==> src/rtl/debounce_pkg.sv <==
// Shared types and constants for the debounce filter slice.
package debounce_pkg;

    typedef enum logic [1:0] {
        STABLE_LO = 2'd0,
        CHK_HI    = 2'd1,
        STABLE_HI = 2'd2,
        CHK_LO    = 2'd3
    } deb_state_t;

    localparam int SYNC_STAGES = 2;

endpackage

==> src/rtl/sync_2ff.sv <==
// Two-flop level synchronizer; flops reset asynchronously to RST_VAL.
module sync_2ff
    import debounce_pkg::*;
#(
    parameter logic RST_VAL = 1'b0
) (
    input  logic aclk,
    input  logic arstn,
    input  logic d,
    output logic q
);

    logic [SYNC_STAGES-1:0] stages;

    always_ff @(posedge aclk or negedge arstn) begin
        if (!arstn) begin
            stages <= {SYNC_STAGES{RST_VAL}};
        end else begin
            stages <= {stages[SYNC_STAGES-2:0], d};
        end
    end

    assign q = stages[SYNC_STAGES-1];

endmodule

==> src/rtl/debounce_filter.sv <==
// Glitch filter with rise/fall pulse outputs for the ffd register stage.
// Optional DEBOUNCE_SYNC_EN inserts a 2-flop synchronizer in front of the FSM.
module debounce_filter
    import debounce_pkg::*;
#(
    parameter int   CNT_W         = 8,
    parameter int   STABLE_CYCLES = 16,
    parameter logic RST_LEVEL     = 1'b0
) (
    input  logic aclk,
    input  logic arstn,
    input  logic en,
    input  logic d,
    output logic q,
    output logic rise,
    output logic fall,
    output logic busy
);

    if (STABLE_CYCLES < 1 || STABLE_CYCLES > (2**CNT_W) - 1) begin : g_bad_stable_cycles
        $error("debounce_filter: STABLE_CYCLES out of range 1..2**CNT_W-1");
    end

    localparam logic [CNT_W-1:0] LAST_CNT  = CNT_W'(STABLE_CYCLES - 1);
    localparam deb_state_t       RST_STATE = (RST_LEVEL == 1'b0) ? STABLE_LO : STABLE_HI;

    logic             sample;
    deb_state_t       state;
    logic [CNT_W-1:0] cnt;

`ifdef DEBOUNCE_SYNC_EN
    sync_2ff #(.RST_VAL(RST_LEVEL)) u_sync (
        .aclk  (aclk),
        .arstn (arstn),
        .d     (d),
        .q     (sample)
    );
`else
    assign sample = d;
`endif

    // q always matches the level of the current STABLE state, so q alone picks the branch targets.
    always_ff @(posedge aclk or negedge arstn) begin
        if (!arstn) begin
            state <= RST_STATE;
            cnt   <= '0;
            q     <= RST_LEVEL;
            rise  <= 1'b0;
            fall  <= 1'b0;
            busy  <= 1'b0;
        end else begin
            rise <= 1'b0;
            fall <= 1'b0;
            if (en) begin
                case (state)
                    STABLE_LO, STABLE_HI: begin
                        if (sample == q) begin
                            cnt <= '0;
                        end else if (STABLE_CYCLES == 1) begin
                            q     <= ~q;
                            rise  <= ~q;
                            fall  <= q;
                            state <= q ? STABLE_LO : STABLE_HI;
                            cnt   <= '0;
                            busy  <= 1'b0;
                        end else begin
                            state <= q ? CHK_LO : CHK_HI;
                            cnt   <= CNT_W'(1);
                            busy  <= 1'b1;
                        end
                    end
                    CHK_HI, CHK_LO: begin
                        if (sample == q) begin
                            state <= q ? STABLE_HI : STABLE_LO;
                            cnt   <= '0;
                            busy  <= 1'b0;
                        end else if (cnt == LAST_CNT) begin
                            q     <= ~q;
                            rise  <= ~q;
                            fall  <= q;
                            state <= q ? STABLE_LO : STABLE_HI;
                            cnt   <= '0;
                            busy  <= 1'b0;
                        end else begin
                            cnt <= cnt + CNT_W'(1);
                        end
                    end
                    default: begin
                        state <= RST_STATE;
                        cnt   <= '0;
                        busy  <= 1'b0;
                    end
                endcase
            end
        end
    end

endmodule
==> config.mk <==
export PLATFORM = sky130hd
export DESIGN_NAME = debounce_filter
export DESIGN_NICKNAME = d
export VERILOG_FILES = /design/src/rtl/debounce_pkg.sv /design/src/rtl/sync_2ff.sv /design/src/rtl/debounce_filter.sv
export SDC_FILE = /design/constraint.sdc
export NUM_CORES = 1
export LEC_CHECK = 0
export CAP_MARGIN = 20
export CORE_AREA = 2 2 43 45
export DETAILED_ROUTE_END_ITERATION = 12
export DIE_AREA = 0 0 45 47
export SLEW_MARGIN = 20
export SYNTH_ARGS = -nofsm -noshare
export SYNTH_HDL_FRONTEND = slang
export SYNTH_SLANG_ARGS = --single-unit
export TNS_END_PERCENT = 1
==> constraint.sdc <==
create_clock -name aclk -period 3.66 [get_ports aclk]
set_input_delay 0.549 -clock aclk [delete_from_list [all_inputs] [get_ports aclk]]
set_output_delay 0.549 -clock aclk [all_outputs]
set_load 0.1 [all_outputs]
**Word-level counts from Yosys, hierarchy flattened**

Index checks and enable logic that the tools add are counted.

- Register bits: 14
- Input port bits: 4
- Output and inout port bits: 4
- Word-level logic and storage cells: 44

- Add/subtract/negate cells: 1
- Equal/unequal tests: 7
- Muxes and demuxes: 23
- Bitwise operators: 2
- Reduce and logical (&&, ||, !) cells: 5

Operators by type and width:

| cell | count |
|---|---|
| 2-to-1 mux 8 bit | 2 |
| one-hot mux 8 bit (2 select lines) | 1 |
| 2-to-1 mux 1 bit | 12 |
| 2-to-1 mux 2 bit | 6 |
| adder 8 x 1 -> 8 bit, second input constant | 1 |
| == test 8 x 4 -> 1 bit, second input constant | 1 |
| == test 2 bit, second input constant | 2 |
| one-hot mux 2 bit (2 select lines) | 1 |
| AND reduction 4 bit | 1 |
| OR reduction 2 bit | 2 |
| inequality test 3 bit, second input constant | 1 |
| AND reduction 3 bit | 1 |
| == test 2 x 1 -> 1 bit, second input constant | 1 |
| logical NOT 2 bit | 1 |
| inequality test 2 bit, second input constant | 1 |
| inverter 1 bit | 2 |
| one-hot mux 1 bit (2 select lines) | 1 |
| == test 1 bit | 1 |

**Logic depth before layout (Yosys ltp)**

Gate-level depths: netlist of the first run.

- Word-level depth: 5
- Depth in mapped cells: 4
- Gate-level depth less buffers: 4

**Worst setup path after synthesis of the first run**

OpenSTA, ideal clock, no wires.

- Path type: register to register
- Start point: register state[0]
- End point: register q
- Library setup time: 0.128 ns
- Arrival: 1.823 ns
- Required time: 3.532 ns
- Slack: 1.709 ns
- Stages on the path, launching flop included: 5
- Path buffers: 1
- Period minus slack after synthesis: 1.951 ns
- Cell sequence: dfrtp_1 -> clkbuf_1 -> nand4_1 -> nor3_1 -> mux2_1

- Word-level cells in the longest chain between the ends: 3
- Elaborated cells between the ends (all ways): 4
- Classes of those cells: eq/ne (2); reduce/logical (2)

Ends and longest elaborated chain:

| element | line | source |
|---|---|---|
| start: declaration | debounce_filter.sv:28 | `deb_state_t state;` |
| start signal: assignment | debounce_filter.sv:63 | `state <= q ? STABLE_LO : STABLE_HI;` |
| start signal: assignment | debounce_filter.sv:67 | `state <= q ? CHK_LO : CHK_HI;` |
| start signal: assignment | debounce_filter.sv:74 | `state <= q ? STABLE_HI : STABLE_LO;` |
| == test 2 x 1 -> 1 bit / == test 2 bit (equally long branches) | debounce_filter.sv:55 | `case (state)` |
| OR reduction 2 bit * | debounce_filter.sv:55 |  |
| AND reduction 4 bit (no source line) * | - |  |
| end signal: assignment | debounce_filter.sv:60 | `q <= ~q;` |
| end signal: assignment | debounce_filter.sv:78 | `q <= ~q;` |
| end: declaration | debounce_filter.sv:14 | `output logic q,` |

Every way passes the cells marked *; elsewhere a longest branch is shown, timed or not.
A chain may end at the register's enable or synchronous reset.

==> results of run 1 <==
-- metrics by stage --
step,util,instances,area [sq um]
floorplan,-,59,621
CTS,0.439,83,726
finish,0.439,83,726
global placement,0.417,79,689
detailed placement,0.417,79,689
global route,0.439,83,726
-- logic make-up after synthesis --
| family | count (synthesis) | synth area share |
|---|---|---|
| AOI/OAI and AO/OA | 15 | 0.167 |
| muxes | 3 | 0.0524 |
| xor gates and xnor gates | 3 | 0.0423 |
| and+or+nand+nor | 19 | 0.185 |
| DFF | 12 | 0.484 |
| adders and majority gates | 1 | 0.0202 |
| buffers and inverters | 6 | 0.0484 |
-- synth_stat cells, drive strengths merged --
library cell	number	share of area
a21oi	2	0.016
a22oi	3	0.036
a31oi	1	0.010
and2	1	0.010
buf	1	0.018
clkbuf	3	0.018
dfrtp	12	0.48
ha	1	0.020
inv	2	0.012
mux2	2	0.036
mux2i	1	0.016
nand2	5	0.030
nand3	1	0.0081
nand3b	1	0.012
nand4	4	0.040
nor3	2	0.016
nor4	1	0.020
o211ai	2	0.032
o21ai	4	0.032
o21bai	1	0.012
o2bb2ai	2	0.028
or3	3	0.030
or4	1	0.018
xor2	3	0.042
-- worst paths after layout --
check / to / slack (ps) / cells after the start
worst min-delay path: cnt[1] / 530 / 1
min in group asynchronous: cnt[6] / 610 / 1
max in group asynchronous: state[0] / 2680 / 1
worst max register to register: q / 1900 / 3
worst max-delay path: busy / 1180 / 1
worst min register to register: cnt[1] / 530 / 1
-- sequential cells by signal, summed over array words and instances (netlist names) --
| register | cells |
|---|---|
| cnt | 8 |
| fall | 1 |
| rise | 1 |
| state | 1 |
| q | 1 |
-- area by class of cell --
class	count	area, sq um
timing repair buffer	7	70.1
fill	158	926
clock buffer	4	36.3
sequential	12	300
multi-input combinational	41	290
tap	17	21.3
inverter	2	7.51
-- where the power goes --
group / total [uW] / switching [uW] / leakage [uW] / internal (uW)
logic: 44.9 / 30.1 / 0.000119 / 14.8
registers: 145 / 7.29 / 0.000163 / 138
clock network: 110 / 49.6 / 0.0000210 / 60.6
-- layer usage --
metal / GRT usage / up-vias / routed length (um)
li1: - / 233 / -
met1: 0.173 / 204 / 592
met2: 0.171 / 5 / 503
met3: 0.0231 / 4 / 31
met4: 0.106 / 0 / 25
met5: 0 / - / 0
==> summary.txt, run 1 <==
Critical path
  • Critical Path Start: state[0]
  • Cell with the largest stage delay on the worst path: clkdlybuf4s50_1
  • CP bufs+invs: 1
  • Worst path cell trace: clkdlybuf4s50_1
  • Startpoint types: register
  • CP peak stage delay: around 1200 ps
  • Worst EP required: between 3000 and 4000 ps
  • Worst path arrival time: 1940 ps
  • Max FO, Critical Path: 7
  • R2R Path Start: cnt[4]
  • Crit. End Element: output port
  • Cell family with most CP delay: buffers and inverters
  • Kind of critical path: reg -> out

Min path
  • Min-delay worst type: reg -> reg
  • Hold Path Origin: cnt[1]

Logic synthesis
  • Yosys reg bits: 12
  • Register area share after synthesis: 0.484
  • Syn Std Cell Area: around 620 sq um
  • Post-Synthesis Cells: slightly below 60
  • Mapped Nets: 64
  • Mapped Avg Cell Area: between 10 and 15 sq um
  • Yosys cell types: 27
  • Yosys warns: 0

Final layout
  • Area grow syn2layout: 16.9%
  • Final #Nets: 72
  • Share of post-route cells with drive strength above 1: 0.121
  • ANT cells: 0
  • Most common cell after layout, fill and taps aside: dfrtp_1
  • Most frequent cells in the layout: 12 x dfrtp_1, 7 x clkdlybuf4s50_1, 5 x nand2_1

Die
  • Core area: around 1700 sq um
  • Die area: approximately 2100 sq um
  • Die Wd: about 45 um
  • Initial cell density of the core: 0.376
  • Num ports: 8
  • FP Rows: 15
  • Die height: between 40 and 50 um

CTS
  • CTS clock-pin slew for the worst setup and hold paths: ~90 ps
  • Cts bufs inserted: 3
  • Clk root buf: clkbuf_4
  • Cts repair resizes: 0
  • Clock Sinks: 12
  • Post-CTS Setup Repair Bufs: 0
  • H-tree depth: 1
  • Hold-fix buffers, CTS: 0
  • Clk Latency, worst-skew pair: about 290 ps
  • Clk buf depth: 2
  • TritonCTS clock tree: yes

Timing
  • Fin. Hold Viols: 0
  • Final worst slack: about 1200 ps
  • Clock skew: approximately 12 ps
  • Fmax: just over 400 MHz
  • Fin. max-slew vios: 0
  • Total negative slack: 0 ps
  • Final setup fails: 0
  • Unrepaired setup endpoints after global routing: no
  • Post-route minimum period: about 2500 ps
  • Relative slew slack: 0.356
  • Slew @ Worst Pin: between 900 and 1000 ps
  • Final period util: 0.679
  • Hold slack: between 500 and 600 ps

Power and ir drop
  • Peak supply drop: about 220 uV
  • Cell area power density: slightly above 400 nW/um^2
  • LEAKAGE: between 0.0003 and 0.0004 uW
  • Total power: approximately 300 uW

Placed design
  • Pre-CTS WS: approximately 1400 ps
  • Detailed Place HPWL: between 800 and 900 um
  • Port buffer count: 7
  • GPL Wtd Cong: approximately 0.76

Routing
  • DR WL/cell: 13.9 um
  • Final wirelength: approximately 1.2 mm
  • Vias per cell: approximately 5.4
  • DR DRC count: 0
  • DR vias: ~450
  • 1st-pass router iterations: 3
  • Post-DRT Antenna Nets: 0
  • Detailed Route Iter0 Violations: 5

GRT
  • Vias in the first global route: roughly 400
  • First-pass GRT wire length: 1.81 mm
  • Largest net degree at the start of global routing: 15
  • Overall routing resource usage: 0.126
  • Antenna violations before repair: 0
  • Grt ovf: 0

Status
  • Outcome: finished, final reports clean

Run
  • Max_cap viols: 0
Power figures use the tool's default switching activity.
==> run 2, diff against run 1 <==
==> constraint.sdc (replaced) <==
create_clock -name aclk -period 2.17 [get_ports aclk]
set_input_delay 0.3255 -clock aclk [delete_from_list [all_inputs] [get_ports aclk]]
set_output_delay 0.3255 -clock aclk [all_outputs]
set_load 0.1 [all_outputs]
==> run 2 against run 1 <==
Clock skew fell by 12 ps. Global-route usage increased by 0.51 points. Worst setup slack worse by 720 ps. Core utilization is 0.15 points lower. Flip-flop and latch count did not move. Critical path type is now reg -> reg. Critical endpoint is now q. Highest routed layer unchanged.
==> summary.txt, run 2 (synthesis results as in run 1) <==
CTS
  • TritonCTS clock tree: yes
  • Hold-fix buffers, CTS: 0
  • Clk root buf: clkbuf_4
  • Cts repair resizes: 0
  • Cts bufs inserted: 3
  • CTS clock-pin slew for the worst setup and hold paths: roughly 80 ps
  • Clk Latency, worst-skew pair: about 280 ps
  • Clock Sinks: 12
  • Post-CTS Setup Repair Bufs: 0
  • Clk buf depth: 2
  • H-tree depth: 1

Timing
  • Fin. Hold Viols: 0
  • Hold slack: about 380 ps
  • Clock skew: 0.601 ps
  • Final setup fails: 0
  • Fmax: just under 600 MHz
  • Unrepaired setup endpoints after global routing: no
  • Total negative slack: 0 ps
  • Fin. max-slew vios: 0
  • Post-route minimum period: ~1700 ps
  • Slew @ Worst Pin: a little over 500 ps
  • Final period util: 0.790
  • Relative slew slack: 0.653

Critical path
  • Cell family with most CP delay: simple AND/OR/NAND/NOR gates
  • Worst path cell trace: or4_4 -> nor3_1 -> mux2_1
  • CP bufs+invs: 0
  • CP peak stage delay: roughly 610 ps
  • Startpoint types: register
  • Max FO, Critical Path: 6
  • Cell with the largest stage delay on the worst path: or4_4
  • Worst path arrival time: between 1500 and 2000 ps
  • Worst R2R Path Depth: 3
  • Crit. End Element: register
  • Worst EP required: roughly 2300 ps
  • Reg2Reg Setup Slack: 460 ps
  • Kind of critical path: reg -> reg
  • R2R Path Start: cnt[4]
  • Crit Reg-Reg Endpoint: q

Placed design
  • Detailed Place HPWL: about 860 um
  • # placed instances: 80
  • GPL Wtd Cong: 0.766
  • Port buffer count: 7
  • Placed Instance Area: between 600 and 700 sq um

Power and ir drop
  • Peak supply drop: around 370 uV
  • Total power: 505 uW
  • Switch share: 0.287
  • LEAKAGE: 0.000314 uW
  • Internal: about 360 uW
  • Clk pwr share: 0.363
  • Sw Pwr: 145 uW
  • Comb pwr share: 0.152
  • Cell area power density: between 600 and 700 nW/um^2
  • Seq pwr share: 0.485

GRT
  • Antenna violations before repair: 0
  • Vias in the first global route: 436
  • First-pass GRT wire length: ~2.0 mm
  • Grt ovf: 0
  • Largest net degree at the start of global routing: 13
  • Overall routing resource usage: 0.131

Die
  • Die area: about 2100 sq um
  • Core area: roughly 1700 sq um
  • Num ports: 8
  • FP Rows: 15
  • Initial cell density of the core: 0.376
  • Die Wd: roughly 45 um
  • Die height: 47 um

Routing
  • DR DRC count: 0
  • Detailed Route Iter0 Violations: 7
  • Final wirelength: 1.17 mm
  • Post-DRT Antenna Nets: 0
  • DR WL/cell: between 10 and 15 um
  • DR vias: roughly 470
  • Vias per cell: around 5.6
  • 1st-pass router iterations: 4

Final layout
  • Fin area: about 720 sq um
  • Non-Filler Instances: 84
  • ANT cells: 0
  • Share of post-route cells with drive strength above 1: 0.194
  • Most common cell after layout, fill and taps aside: dfrtp_1
  • Flip-flop count of the largest register after layout: 8
  • Final #Nets: 73
  • Most frequent cells in the layout: 12 x dfrtp_1, 5 x nand2_1, 5 x buf_4
  • Area grow syn2layout: 16.5%
  • Most flops, register: cnt

Min path
  • Min-delay worst type: in -> async

Run
  • Max_cap viols: 0

Status
  • Outcome: finished, final reports clean
## run 2: cell types whose count changed in the layout (fill, tap and decap cells not counted)
| cell | change |
|---|---|
| buf_4 | +5 |
| clkdlybuf4s50_1 | -4 |
## run 2: metal layers
metal  GRT usage  share of wire
met5           0              0
met3      0.0231          0.022
met2       0.200           0.49
met1       0.173           0.48
met4      0.0824          0.015
## run 2: worst reg2reg max path, stage by stage, from the launching register on
cell,delay (ps)
dfrtp_1,440
or4_4,610
nor3_1,210
mux2_1,340
## run 2: how the worst max path moves through the flow
| stage | cells past startpoint | slack [ps] | startpoint | end |
|---|---|---|---|---|
| floorplan | 4 | 220 | state[0] | q |
| global placement | 4 | 280 | en | cnt[7] |
| detailed placement | 4 | 250 | en | cnt[7] |
| CTS | 3 | 440 | cnt[4] | q |
| global route | 3 | 360 | cnt[4] | q |
| finish | 3 | 460 | cnt[4] | q |
## run 2: layout make-up
type / count / area (sq um)
clock buffer: 4 / 36.3
fill: 166 / 928
inverter: 2 / 7.51
multi-input combinational: 41 / 290
sequential: 12 / 300
tap: 17 / 21.3
timing repair buffer: 8 / 67.6
## run 2: power by group through the flow
stage | Clock [uW] | Combinational, uW | Sequential, uW
2_1_floorplan | 0 | 34.4 | 268
3_3_place_gp | 0 | 77.2 | 249
3_5_place_dp | 0 | 77.3 | 249
4_1_cts | 184 | 77.7 | 245
5_1_grt | 195 | 82.5 | 247
6_report | 183 | 76.9 | 245
## run 2: stage by stage
stage | util | worst slack [ps]
after floorplan | - | 219
after global placement | 0.416 | 280
after detailed placement | 0.416 | 252
after CTS | 0.438 | 442
after global routing | 0.438 | 363
final | 0.438 | 457
==> variant, RTL diff (settings of run 2) <==
Add a define of `DEBOUNCE_SYNC_EN`.
--- a/src/rtl/debounce_filter.sv
+++ b/src/rtl/debounce_filter.sv
@@ -1,4 +1,6 @@
 // Glitch filter with rise/fall pulse outputs for the ffd register stage.
 // Optional DEBOUNCE_SYNC_EN inserts a 2-flop synchronizer in front of the FSM.
+`define DEBOUNCE_SYNC_EN
+
 module debounce_filter
     import debounce_pkg::*;
Formal check against the unedited RTL: not equivalent (a bounded check fails within 4 cycles, from zero or initial values and one cycle with arstn low).
==> variant against run 2 <==
Synthesized cell count increased by 1.7%; first-iteration DRC count decreased by 14%; design area increased by 3.8%; synthesized area increased by 4.8%; worst hold slack got worse by 28 ps; combinational power decreased by 36%; sequential cell count increased by 2; total power decreased by 6.5%; core utilization increased by 1.7 points; setup slack got worse by 69 ps; wire length decreased by 1.7%; global-route usage increased by 2.0 points; largest power group unchanged.
==> variant: results (changes against run 2) <==
place_congestion: 0.734  # -4.3%
routed_wirelength_um: 1150  # -1.7%
dr_wl_met2_um: 543  # -4.1%
grt_max_degree: 15  # +2
worst-endpoint-arrival_ps: 1960  # +80 ps
p_leak_uw: 0.000333  # +6.0%
ir_drop_mv: 0.318  # -15%
synthDistinctLibCells: 23  # -15%
vias: 484  # +2.5%
post-cts-setup-buffer-count: 0  # unchanged
dp_hpwl_um: 777  # -9.6%
wl_met3_um: 41  # +58%
syn_nets: 65  # +1.6%
grt_usage_pct: 15.1  # +2.0 points
max_slew_margin_pct: 59.2  # -6.1 points
yosysSeqAreaShare_pct: 53.8  # +5.5 points
grt_pass1_vias: 452  # +3.7%
status: "completed"
wl_met1_um: 549  # -1.1%
drt_iter0_markers: 6  # -1
p_int_uw: 349  # -2.9%
drive_gt1_share_pct: 16.2  # -3.2 points
num_antenna_cells: 0  # unchanged
nets: 75  # +2.7%
syn_area_per_cell_um2: 10.8  # +3.1%
fin_cells: 85  # +1.2%
cp_max_fo: 5  # -1
synth_commonest_cells: "dfrtp_1, nand2_1, nand4_1"
max_stage_delay_ps: 570  # -40 ps
hold_class: "reg -> reg"
place_inst: 82  # +2.5%
path_clk_slew_ps: 80  # about the same
firstDrtPassIters: 6  # +2
grt_pass1_wl_um: 2070  # +6.0%
[variant: changes by cell type in the layout (fill, tap and decap cells not counted), moves of 2 or more]
cell	change
a21boi_0	+2
nor3b_1	+2
nor3_1	-2
inv_1	+2
o2bb2ai_1	-2
dfrtp_1	+2
[variant: per-layer routing]
| layer | track usage (%) | up-vias |
|---|---|---|
| met5 | 0 | - |
| met4 | 12.4 | 0 |
| met3 | 5.77 | 2 |
| met2 | 20.6 | 6 |
| met1 | 18.9 | 237 |
| li1 | - | 239 |
[variant: worst max-delay path, delay by kind of cell (launching register included)]
family	cells	cell delay, ps
mux	1	300
simple gates	2	940
flops	1	430
[variant: worst paths after layout]
kind / to / from / cells past startpoint / slack [ps]
setup / recovery: q / cnt[5] / 3 / 390
hold / removal: u_sync.stages[1] / u_sync.stages[0] / 0 / 360
setup reg to reg: q / cnt[5] / 3 / 390
hold reg to reg: u_sync.stages[1] / u_sync.stages[0] / 0 / 360
max in group asynchronous: state[0] / arstn / 1 / 1350
min in group asynchronous: q / arstn / 1 / 420
[variant: cell families (layout without fill, tap and decap cells)]
logic type | Yosys count | after routing | share of synthesized area, %
muxes | 2 | 2 | 3.85
adders and majority gates | 1 | 1 | 1.92
buffers and inverters | 7 | 15 | 4.04
and+or+nand+nor | 19 | 19 | 17.9
DFF | 14 | 14 | 53.8
AOI/OAI and AO/OA | 14 | 14 | 14.4
xor gates and xnor gates | 3 | 3 | 4.04
[variant: power by group through the flow]
stage	clock, uW	sequential (uW)	combinational, uW
after floorplan	0	291	22.3
after global placement	0	284	49.2
after detailed placement	0	285	49.7
after CTS	154	279	49.7
after global routing	166	282	55.4
final	144	279	49.0
[variant: layout make-up]
class | count | area [um2]
Fill cell | 172 | 901
Sequential cell | 14 | 350
Multi-Input combinational cell | 39 | 274
Timing Repair Buffer | 8 | 67.6
Clock buffer | 3 | 22.5
Tap cell | 17 | 21.3
Inverter | 4 | 15.0
[variant: metrics by stage]
stage | cell area, um2 | setup slack (ps)
after detailed placement | 728 | 309
after global placement | 728 | 324
after CTS | 751 | 387
final | 751 | 388
after floorplan | 651 | 127
after global routing | 751 | 345
